## config.mk

```make
export PLATFORM = sky130hd
export DESIGN_NAME = bist_response_analyzer
export DESIGN_NICKNAME = d
export VERILOG_FILES = /design/src/rtl/bist_response_analyzer.sv
export SDC_FILE = /design/constraint.sdc
export NUM_CORES = 1
export LEC_CHECK = 0
export ABC_AREA = 1
export CAP_MARGIN = 15
export CELL_PAD_IN_SITES_DETAIL_PLACEMENT = 1
export CELL_PAD_IN_SITES_GLOBAL_PLACEMENT = 2
export CORE_MARGIN = 2
export CORE_UTILIZATION = 32
export CTS_BUF_LIST = sky130_fd_sc_hd__clkbuf_8
export CTS_CLUSTER_DIAMETER = 60
export CTS_CLUSTER_SIZE = 16
export DETAILED_ROUTE_END_ITERATION = 16
export PLACE_DENSITY_LB_ADDON = 0.2
export SLEW_MARGIN = 20
export SYNTH_ARGS = -nofsm -noshare
export SYNTH_HDL_FRONTEND = slang
export SYNTH_SLANG_ARGS = --single-unit
```

## constraint.sdc

```tcl
create_clock -name clk -period 2.4 [get_ports clk]
set_input_delay 0.72 -clock clk [delete_from_list [all_inputs] [get_ports clk]]
set_output_delay 0.72 -clock clk [all_outputs]
set_load 0.1 [all_outputs]
```

## src/rtl/bist_response_analyzer.sv

```systemverilog
// SRAM BIST response analyzer: aligns expected data with read latency,
// counts mismatches and captures the first failing read.
module bist_response_analyzer #(
  parameter int ADDR_W    = 8,
  parameter int DATA_W    = 4,
  parameter int RD_LAT    = 1,
  parameter int ERR_CNT_W = 9
) (
  input  logic                 clk,
  input  logic                 rst_n,
  input  logic                 start,
  input  logic [ADDR_W-1:0]    addr,
  input  logic                 we,
  input  logic [DATA_W-1:0]    exp_data,
  input  logic                 last,
  input  logic [DATA_W-1:0]    rd_data,
  output logic                 busy,
  output logic                 done,
  output logic                 pass,
  output logic                 err_valid,
  output logic [ERR_CNT_W-1:0] err_count,
  output logic [ADDR_W-1:0]    first_fail_addr,
  output logic [DATA_W-1:0]    first_fail_exp,
  output logic [DATA_W-1:0]    first_fail_act
);

  localparam logic [1:0] S_IDLE  = 2'd0;
  localparam logic [1:0] S_RUN   = 2'd1;
  localparam logic [1:0] S_DRAIN = 2'd2;
  localparam logic [1:0] S_DONE  = 2'd3;

  logic [1:0] state_q, state_d;
  logic [RD_LAT-1:0] vld_q, vld_d;
  logic [RD_LAT-1:0][ADDR_W-1:0] adr_q, adr_d;
  logic [RD_LAT-1:0][DATA_W-1:0] exp_q, exp_d;
  logic [ERR_CNT_W-1:0] cnt_q, cnt_d;
  logic [ADDR_W-1:0] ffa_q, ffa_d;
  logic [DATA_W-1:0] ffe_q, ffe_d;
  logic [DATA_W-1:0] ffx_q, ffx_d;
  logic busy_q, busy_d;
  logic done_q, done_d;
  logic pass_q, pass_d;
  logic ev_q, ev_d;
  logic hit;

  assign hit = vld_q[RD_LAT-1] &&
               (rd_data != exp_q[RD_LAT-1]);

  always_comb begin
    state_d = state_q;
    cnt_d   = cnt_q;
    ffa_d   = ffa_q;
    ffe_d   = ffe_q;
    ffx_d   = ffx_q;
    done_d  = done_q;
    pass_d  = pass_q;
    ev_d    = 1'b0;
    vld_d   = vld_q;
    adr_d   = adr_q;
    exp_d   = exp_q;
    for (int i = RD_LAT - 1; i > 0; i--) begin
      vld_d[i] = vld_q[i-1];
      adr_d[i] = adr_q[i-1];
      exp_d[i] = exp_q[i-1];
    end
    vld_d[0] = (state_q == S_RUN) && !we;
    adr_d[0] = addr;
    exp_d[0] = exp_data;
    if (hit) begin
      ev_d = 1'b1;
      if (cnt_q != {ERR_CNT_W{1'b1}}) cnt_d = cnt_q + 1'b1;
      if (cnt_q == '0) begin
        ffa_d = adr_q[RD_LAT-1];
        ffe_d = exp_q[RD_LAT-1];
        ffx_d = rd_data;
      end
    end
    unique case (state_q)
      S_IDLE, S_DONE: begin
        if (start) begin
          state_d = S_RUN;
          cnt_d   = '0;
          ffa_d   = '0;
          ffe_d   = '0;
          ffx_d   = '0;
          done_d  = 1'b0;
          pass_d  = 1'b0;
          ev_d    = 1'b0;
          vld_d   = '0;
          adr_d   = '0;
          exp_d   = '0;
        end
      end
      S_RUN: begin
        if (last) state_d = S_DRAIN;
      end
      S_DRAIN: begin
        // finish once the last in-flight read has been compared
        if (vld_d == '0) begin
          state_d = S_DONE;
          done_d  = 1'b1;
          pass_d  = (cnt_d == '0);
        end
      end
    endcase
    busy_d = (state_d == S_RUN) || (state_d == S_DRAIN);
  end

  always_ff @(posedge clk or negedge rst_n) begin
    if (!rst_n) begin
      state_q <= S_IDLE;
      vld_q   <= '0;
      adr_q   <= '0;
      exp_q   <= '0;
      cnt_q   <= '0;
      ffa_q   <= '0;
      ffe_q   <= '0;
      ffx_q   <= '0;
      busy_q  <= 1'b0;
      done_q  <= 1'b0;
      pass_q  <= 1'b0;
      ev_q    <= 1'b0;
    end else begin
      state_q <= state_d;
      vld_q   <= vld_d;
      adr_q   <= adr_d;
      exp_q   <= exp_d;
      cnt_q   <= cnt_d;
      ffa_q   <= ffa_d;
      ffe_q   <= ffe_d;
      ffx_q   <= ffx_d;
      busy_q  <= busy_d;
      done_q  <= done_d;
      pass_q  <= pass_d;
      ev_q    <= ev_d;
    end
  end

  assign busy            = busy_q;
  assign done            = done_q;
  assign pass            = pass_q;
  assign err_valid       = ev_q;
  assign err_count       = cnt_q;
  assign first_fail_addr = ffa_q;
  assign first_fail_exp  = ffe_q;
  assign first_fail_act  = ffx_q;

endmodule
```

* After elaboration in Yosys (flattened, before gate mapping)
Index checks and enable logic that the tools add are counted.
** Storage, ports and cells
- Flip-flop bits (word level) :: 44
- Latch bits :: 0
- Bits in writable memories :: 0
- ROM bits :: 0
- Bits of input ports :: 21
- Output and inout bits :: 29
- Word-level logic and storage cells :: 66
- Memories :: 0
** Operators by class
- $add $sub $neg :: 1
- Multiply operators :: 0
- Div/mod/pow operators :: 0
- Magnitude comparators :: 0
- Equal/unequal tests :: 9
- Shift-type cells :: 0
- Multiplexer cells :: 34
- Bitwise logic cells :: 0
- Reductions and logical operators :: 10
** Operators by type and width (number)
- $mux W8 :: 6
- $mux W4 :: 10
- $mux W9 :: 4
- $logic_not A9 Y1 :: 2
- $add A9 B1 Y9 const B :: 1
- $ne A9 B9 Y1 const B :: 1
- $mux W1 :: 8
- $eq A2 B2 Y1 const B :: 3
- $mux W2 :: 3
- $pmux W2 S3 :: 1
- $eq A2 B1 Y1 const B :: 2
- $ne A2 B2 Y1 const B :: 2
- $ne A4 B4 Y1 :: 1
- $pmux W1 S2 :: 2
- $reduce_and A3 Y1 :: 1
- $logic_and A1 B1 Y1 :: 2
- $logic_not A2 Y1 :: 1
- $reduce_bool A2 Y1 :: 1
- $reduce_or A2 Y1 :: 1
- $logic_not A1 Y1 :: 1
- $logic_or A1 B1 Y1 :: 1

* Logic depth before layout (Yosys ltp)
Gate-level depths: netlist of run 1.
- Depth after elaboration :: 6
- Mapped depth :: 14
- Gate-level depth less buffers :: 14

* Least setup slack after synthesis of run 1
Ideal clock, no wire load.
- Path type :: register to register
- Start point :: register cnt_q[0] (netlist: err_count[0])
- End point :: register pass_q (netlist: pass)
- Setup time :: 0.068 ns
- Arrival :: 2.144 ns
- Required time :: 2.332 ns
- Path slack :: 0.188 ns
- Cell stages (with the launch flop) :: 12
- Path buffers :: 0
- Period minus slack after synthesis :: 2.212 ns
- Path through :: dfrtp_1 -> ha_1 -> nand3_2 -> inv_2 -> nand3_2 -> nand3_1 -> nand2_1 -> nand2_1 -> nand3_1 -> nor2_1 -> nand2_1 -> nand2_1
** On the way
- Word-level cells in the longest chain between the ends :: 6
- Elaborated cells on any way between the ends :: 7
- Those cells by class :: add/sub (1); eq/ne (1); mux (4); reduce/logical (1)
** RTL lines
- start, declared :: RTL line 36 : logic [ERR_CNT_W-1:0] cnt_q, cnt_d;
- start signal, assigned :: RTL line 128 : cnt_q <= cnt_d;
- $add A9 B1 Y9 or $ne A9 B9 Y1 (tied branches) :: RTL line 71 : if (cnt_q != {ERR_CNT_W{1'b1}}) cnt_d = cnt_q + 1'b1;
- $mux W9 :: RTL line 71
- $mux W9 (*) :: RTL line 69 : if (hit) begin
- $logic_not A9 Y1 (*) :: RTL line 102 : pass_d = (cnt_d == '0);
- $mux W1 (*) :: RTL line 99 : if (vld_d == '0) begin
- $pmux W1 S2 (*) :: RTL line 78 : unique case (state_q)
- end signal, assigned :: RTL line 134 : pass_q <= pass_d;
- end, declared :: RTL line 42 : logic pass_q, pass_d;
Mark *: on every way between the ends. The rest lies on a longest branch, timed or not. The select of a mux whose other input is x is not followed.
A chain may end at the register's enable or synchronous reset.

* Worst setup path after layout of run 1
- Start point :: input rd_data[1]
- End point :: register pass_q (netlist: pass)
** On the way
- Word-level cells in the longest chain between the ends :: 6
** RTL lines
- start, declared :: RTL line 16 : input logic [DATA_W-1:0] rd_data,
- $ne A4 B4 Y1 :: RTL line 47 : (rd_data != exp_q[RD_LAT-1]);
- $logic_and A1 B1 Y1 :: RTL line 46 : assign hit = vld_q[RD_LAT-1] &&
- $mux W9 :: RTL line 69
- $logic_not A9 Y1 :: RTL line 102
- $mux W1 :: RTL line 99
- $pmux W1 S2 :: RTL line 78
No other way between the ends. The select of a mux whose other input is x is not followed.

==> results of run 1 <==
critical path, delay by kind of cell:
| family | cells | cell delay, ns |
|---|---|---|
| buffers and inverters | 4 | 0.71 |
| AND/OR/NAND/NOR | 11 | 0.91 |
worst min path at each step:
stage                     start                  to  slack, ns  depth (start not counted)
3_3_place_gp   done$_DFFE_PN0P_    done$_DFFE_PN0P_       0.46                          2
3_5_place_dp   done$_DFFE_PN0P_    done$_DFFE_PN0P_       0.47                          2
6_report                  rst_n  exp_q[1]$_DFF_PN0_       0.39                          1
4_1_cts                   rst_n  adr_q[3]$_DFF_PN0_       0.40                          1
2_1_floorplan             rst_n  adr_q[0]$_DFF_PN0_       0.42                          0
5_1_grt                   rst_n  adr_q[3]$_DFF_PN0_       0.42                          1
layer usage:
layer	vias up	global-route usage, %
li1	930	-
met1	863	19.66
met2	27	26.08
met3	7	2.952
met4	0	4.688
met5	-	0
logic make-up after synthesis:
| logic type | Yosys count | share of synthesized area, % |
|---|---|---|
| flip-flops | 44 | 50.66 |
| adder cells (fa/ha/maj) | 5 | 2.879 |
| AND/OR/NAND/NOR | 113 | 23.78 |
| XOR/XNOR | 2 | 0.8061 |
| AO/OA/AOI/OAI | 40 | 9.326 |
| buffers and inverters | 66 | 12.55 |
sequential cells by signal (all words and copies together) (netlist names):
| register | count |
|---|---|
| adr_q | 8 |
| busy | 1 |
| done | 1 |
| err_count | 9 |
| err_valid | 1 |
| exp_q | 4 |
| first_fail_act | 4 |
| first_fail_addr | 8 |
| first_fail_exp | 4 |
| pass | 1 |
| state_q | 2 |
| vld_q | 1 |
final cells by class:
cell class,instances,share of cell area [%]
clock buffer,5,2.446
clock inverter,2,0.4446
inverter,59,7.959
multi-input combinational,160,28.41
sequential,44,39.13
tap,80,3.557
timing repair buffer,55,18.05
power breakdown:
part           total (mW)  switching (mW)  internal, mW
sequential           1.16           0.169         0.993
combinational        2.48            1.88         0.598
clock               0.455           0.257         0.198
total                4.09            2.30          1.79
synth_stat cells:
master / number / share of area (%)
buf_6: 2 / 1.0
inv_1: 55 / 9.5
nand2_4: 1 / 0.52
nand2_1: 52 / 9.0
xnor2_1: 1 / 0.40
buf_4: 2 / 0.69
inv_4: 1 / 0.29
or2_2: 1 / 0.29
buf_1: 1 / 0.17
nand2_2: 1 / 0.29
a21oi_1: 21 / 4.8
clkbuf_1: 2 / 0.35
nor4_1: 1 / 0.29
nand3_1: 12 / 2.8
nand3_2: 2 / 0.92
nand3b_4: 1 / 0.92
nor2_1: 34 / 5.9
ha_1: 5 / 2.9
xor2_1: 1 / 0.40
o22ai_1: 2 / 0.58
o21ai_1: 15 / 3.5
nand2_8: 1 / 0.92
inv_2: 3 / 0.52
dfrtp_1: 44 / 51
nor2_2: 3 / 0.86
o21ai_0: 2 / 0.46
nand4_1: 4 / 1.2
==> out/summary.txt, run 1 <==
drt pass-1 iters: 3
# fillers: 832
slowest cell on the critical path: clkdlybuf4s50_1
Synth cell types: 27
Final Util: 42.12%
Synth Net Count: 296
Final Skew: 0.003957 ns
die area: 7467 um^2
vias in the first global route: 1,973
n_diodes: 0
CP startpoint: rd_data[1]
top sig layer: met4
Die Span X: 86.41 um
worst reg2reg path depth: 12
Die Span Y: 86.41 um
post-synthesis sequential area ratio: 50.66%
Yosys reg bits: 44
Iter 0 DRT Violations: 57
Final Non-Filler Cells: 405
most used cell, CP: nand2_1
setup violators final: 0
Data required, critical path: 2.64 ns
GP Congestion: 0.7416
initial antenna violation count: 0
Total Routing Usage GR: 15.30%
Via Count: 1,827
most frequent cells in the layout: inv_1 (55), nand2_1 (52), dfrtp_1 (44)
CTS tree: built
Final Cell Area: 2814 um^2
HPWL Detailed: 3904 um
VDD IR max: 0.0007642 V
routed length on met1: 2378 um
Fin Setup TNS: 0 ns
Critical Path, Cell by Cell: clkdlybuf4s50_1 > inv_1 > nand2_1 > nand2_1 > nor2_2 > nand2_4 > nand2_8 > inv_4 > nand2_1 > nand2_1 > inv_1 > nand2_1 > nor2_1 > nand2_1 > nand2_1
Remaining DRCs: 0
CTS resizes: 0
syn avg cell area: 8.049 um^2
Hold/Removal Path Class: in -> async
crit path kind: in -> reg
total gr overflow: 0
DR WL met3: 129 um
CTS Buf Count: 5
vias per cell: 4.511
I/O Pins: 50
CP startpoint kind: input pin
worst flop-to-flop path startpoint: err_count[0]$_DFF_PN0_
Cell Rows: 30
DP Cell Count: 398
DR WL met2: 2471 um
H-tree depth: 2
Routed Antenna Nets: 0
ratio of cells with drive above 1 in the final layout: 17.54%
clock root buffer master: clkbuf_8
Sink Count: 44
PortBufs: 49
Syn-to-layout area delta: 29.48%
crit-path max cell delay: 0.52 ns
setup ws final: 0.2815 ns
Max Cap Viol: 0
worst reg-to-reg setup slack: 0.62 ns
Yosys Warn Count: 0
Hold WS: 0.3945 ns
Final min period: 2.118 ns
Critical path destination: pass$_DFFE_PN0P_
Fmax achieved: 472.0 MHz
Tcrit/Tclk final: 88.27%
total power: 4.093 mW
Final Hold Fails: 0
register area: 1101 um^2
worst skew pair latency: 0.29 ns
status: finished clean
P per Cell Area: 1454 nW/um^2
leakage: 1.511 nW
area of the multi-input gates: 799.5 um^2
Cells after Synth: 270
Worst slew margin: 64.85%
Starting Density: 32.53%
core box area: 6681 um^2
Netlist Area Pre-Place: 2173 um^2
CTS Hold Buffers Added: 0
Setup crit end kind: register
total setup buffers inserted after CTS: 0
most common cell after layout, fill and taps aside: inv_1
RR Endpoint: pass$_DFFE_PN0P_
arrival time worst endpoint: 2.36 ns
largest net degree at the start of global routing: 24
fin. max-slew vios: 0
global-route wire length before repair: 9025 um
Post-DP Area: 2733 um^2
drt total wl: 5056 um
CTS max path bufs: 2
RSZ-0062 raised after global routing: false
Crit Path Max Fanout: 8
Avg WL per Cell: 12.48 um
nets: 351
Worst-path clk slew: 0.08 ns
slew at the pin closest to its max-slew limit: 0.5225 ns
pre-CTS setup slack: -0.03455 ns
Note: power is estimated with default switching activity, not from simulation.
==> inputs of run 2 (changes only) <==
--- a/config.mk
+++ b/config.mk
@@ -10,9 +10,9 @@
 export CELL_PAD_IN_SITES_DETAIL_PLACEMENT = 1
 export CELL_PAD_IN_SITES_GLOBAL_PLACEMENT = 2
 export CORE_MARGIN = 2
-export CORE_UTILIZATION = 32
-export CTS_BUF_LIST = sky130_fd_sc_hd__clkbuf_8
-export CTS_CLUSTER_DIAMETER = 60
+export CORE_UTILIZATION = 30
+export CTS_BUF_LIST = sky130_fd_sc_hd__clkbuf_2 sky130_fd_sc_hd__clkbuf_4 sky130_fd_sc_hd__clkbuf_8
+export CTS_CLUSTER_DIAMETER = 40
 export CTS_CLUSTER_SIZE = 16
 export DETAILED_ROUTE_END_ITERATION = 16
 export PLACE_DENSITY_LB_ADDON = 0.2
==> out/summary.txt, run 2 (synthesis gave the netlist of run 1 again) <==
status: finished clean
DP Cell Count: 418
ratio of cells with drive above 1 in the final layout: 18.04%
most frequent cells in the layout: inv_1 (55), nand2_1 (52), dfrtp_1 (44)
Fmax achieved: 479.6 MHz
worst reg2reg path depth: 5
Final min period: 2.085 ns
drt pass-1 iters: 3
Max Cap Viol: 0
Iter 0 DRT Violations: 31
Remaining DRCs: 0
total gr overflow: 0
leakage: 1.539 nW
Crit Path Max Fanout: 8
Die Span Y: 89.12 um
die area: 7941 um^2
clock root buffer master: clkbuf_8
Worst slew margin: 58.10%
Final Skew: 0.006318 ns
fin. max-slew vios: 0
Total Routing Usage GR: 14.34%
Fin Setup TNS: 0 ns
core box area: 7137 um^2
RSZ-0062 raised after global routing: false
initial antenna violation count: 0
Starting Density: 30.45%
CTS tree: built
Tcrit/Tclk final: 86.88%
Worst-path clk slew: 0.09 ns
Cell Rows: 31
CTS max path bufs: 2
drt total wl: 5289 um
Final Cell Area: 2898 um^2
crit path kind: in -> reg
slew at the pin closest to its max-slew limit: 0.6227 ns
I/O Pins: 50
CTS Buf Count: 5
HPWL Detailed: 4046 um
Data required, critical path: 2.64 ns
largest net degree at the start of global routing: 24
worst flop-to-flop path startpoint: err_count[3]$_DFF_PN0_
worst skew pair latency: 0.29 ns
Final Util: 40.60%
n_diodes: 0
worst reg-to-reg setup slack: 0.59 ns
vias per cell: 4.279
Die Span X: 89.12 um
Via Count: 1,823
most common cell after layout, fill and taps aside: inv_1
total setup buffers inserted after CTS: 0
GP Congestion: 0.7943
CTS Hold Buffers Added: 0
VDD IR max: 0.0005747 V
setup violators final: 0
Setup crit end kind: register
total power: 4.281 mW
Avg WL per Cell: 12.42 um
Hold/Removal Path Class: in -> async
nets: 352
global-route wire length before repair: 8756 um
arrival time worst endpoint: 2.32 ns
CTS resizes: 0
Routed Antenna Nets: 0
Sink Count: 44
max reg flops: 9
Post-DP Area: 2776 um^2
vias in the first global route: 1,828
Final Non-Filler Cells: 426
H-tree depth: 2
PortBufs: 49
RR Endpoint: first_fail_addr[7]$_DFF_PN0_
CP startpoint kind: input pin
Syn-to-layout area delta: 33.33%
P per Cell Area: 1477 nW/um^2
Final Hold Fails: 0
## run 2: worst max-delay path by stage
stage,slack [ns],from,end,cells after the start
after detailed placement,-0.03,rd_data[0],pass$_DFFE_PN0P_,15
after CTS,0.28,rd_data[0],pass$_DFFE_PN0P_,15
final,0.31,rd_data[1],pass$_DFFE_PN0P_,15
after global routing,0.15,rd_data[1],pass$_DFFE_PN0P_,15
after global placement,0.02,rd_data[2],pass$_DFFE_PN0P_,15
after floorplan,0.19,err_count[0]$_DFF_PN0_,pass$_DFFE_PN0P_,11
## run 2: area by class of cell
class	instances	area [um^2]
timing repair buffer	56	528.0
fill	882	4239
clock buffer	6	82.58
sequential	44	1101
inverter	59	224.0
multi-input combinational	160	799.5
tap	99	123.9
clock inverter	2	38.79
## run 2: routing by layer
layer  track usage [%]  up-vias  routed length (um)
li1                  -      940                   -
met1             19.35      851                2489
met2             23.50       28                2573
met3             3.601        4                 183
met4             2.849        0                  42
met5                 0        -                   0
## run 2: power by group
| part | total [mW] | switching (mW) | internal, mW |
|---|---|---|---|
| registers | 1.17 | 0.175 | 0.993 |
| logic | 2.51 | 1.89 | 0.614 |
| clock network | 0.607 | 0.266 | 0.341 |
| total | 4.28 | 2.33 | 1.95 |
## run 2: through the flow
step	setup slack, ns	hold WS, ns
final	0.3148	0.4069
after global routing	0.1520	0.4216
after CTS	0.2835	0.4179
after detailed placement	-0.02923	0.4837
after global placement	0.01599	0.4621
after floorplan	0.1880	0.4244
## run 2: critical path: stages
cell	delay, ns
clkdlybuf4s50_1	0.51
inv_1	0.05
nand2_1	0.05
nand2_1	0.07
nor2_2	0.15
nand2_4	0.11
nand2_8	0.10
inv_4	0.06
nand2_1	0.06
nand2_1	0.06
inv_2	0.05
nand2_1	0.05
nor2_1	0.15
nand2_1	0.08
nand2_1	0.06
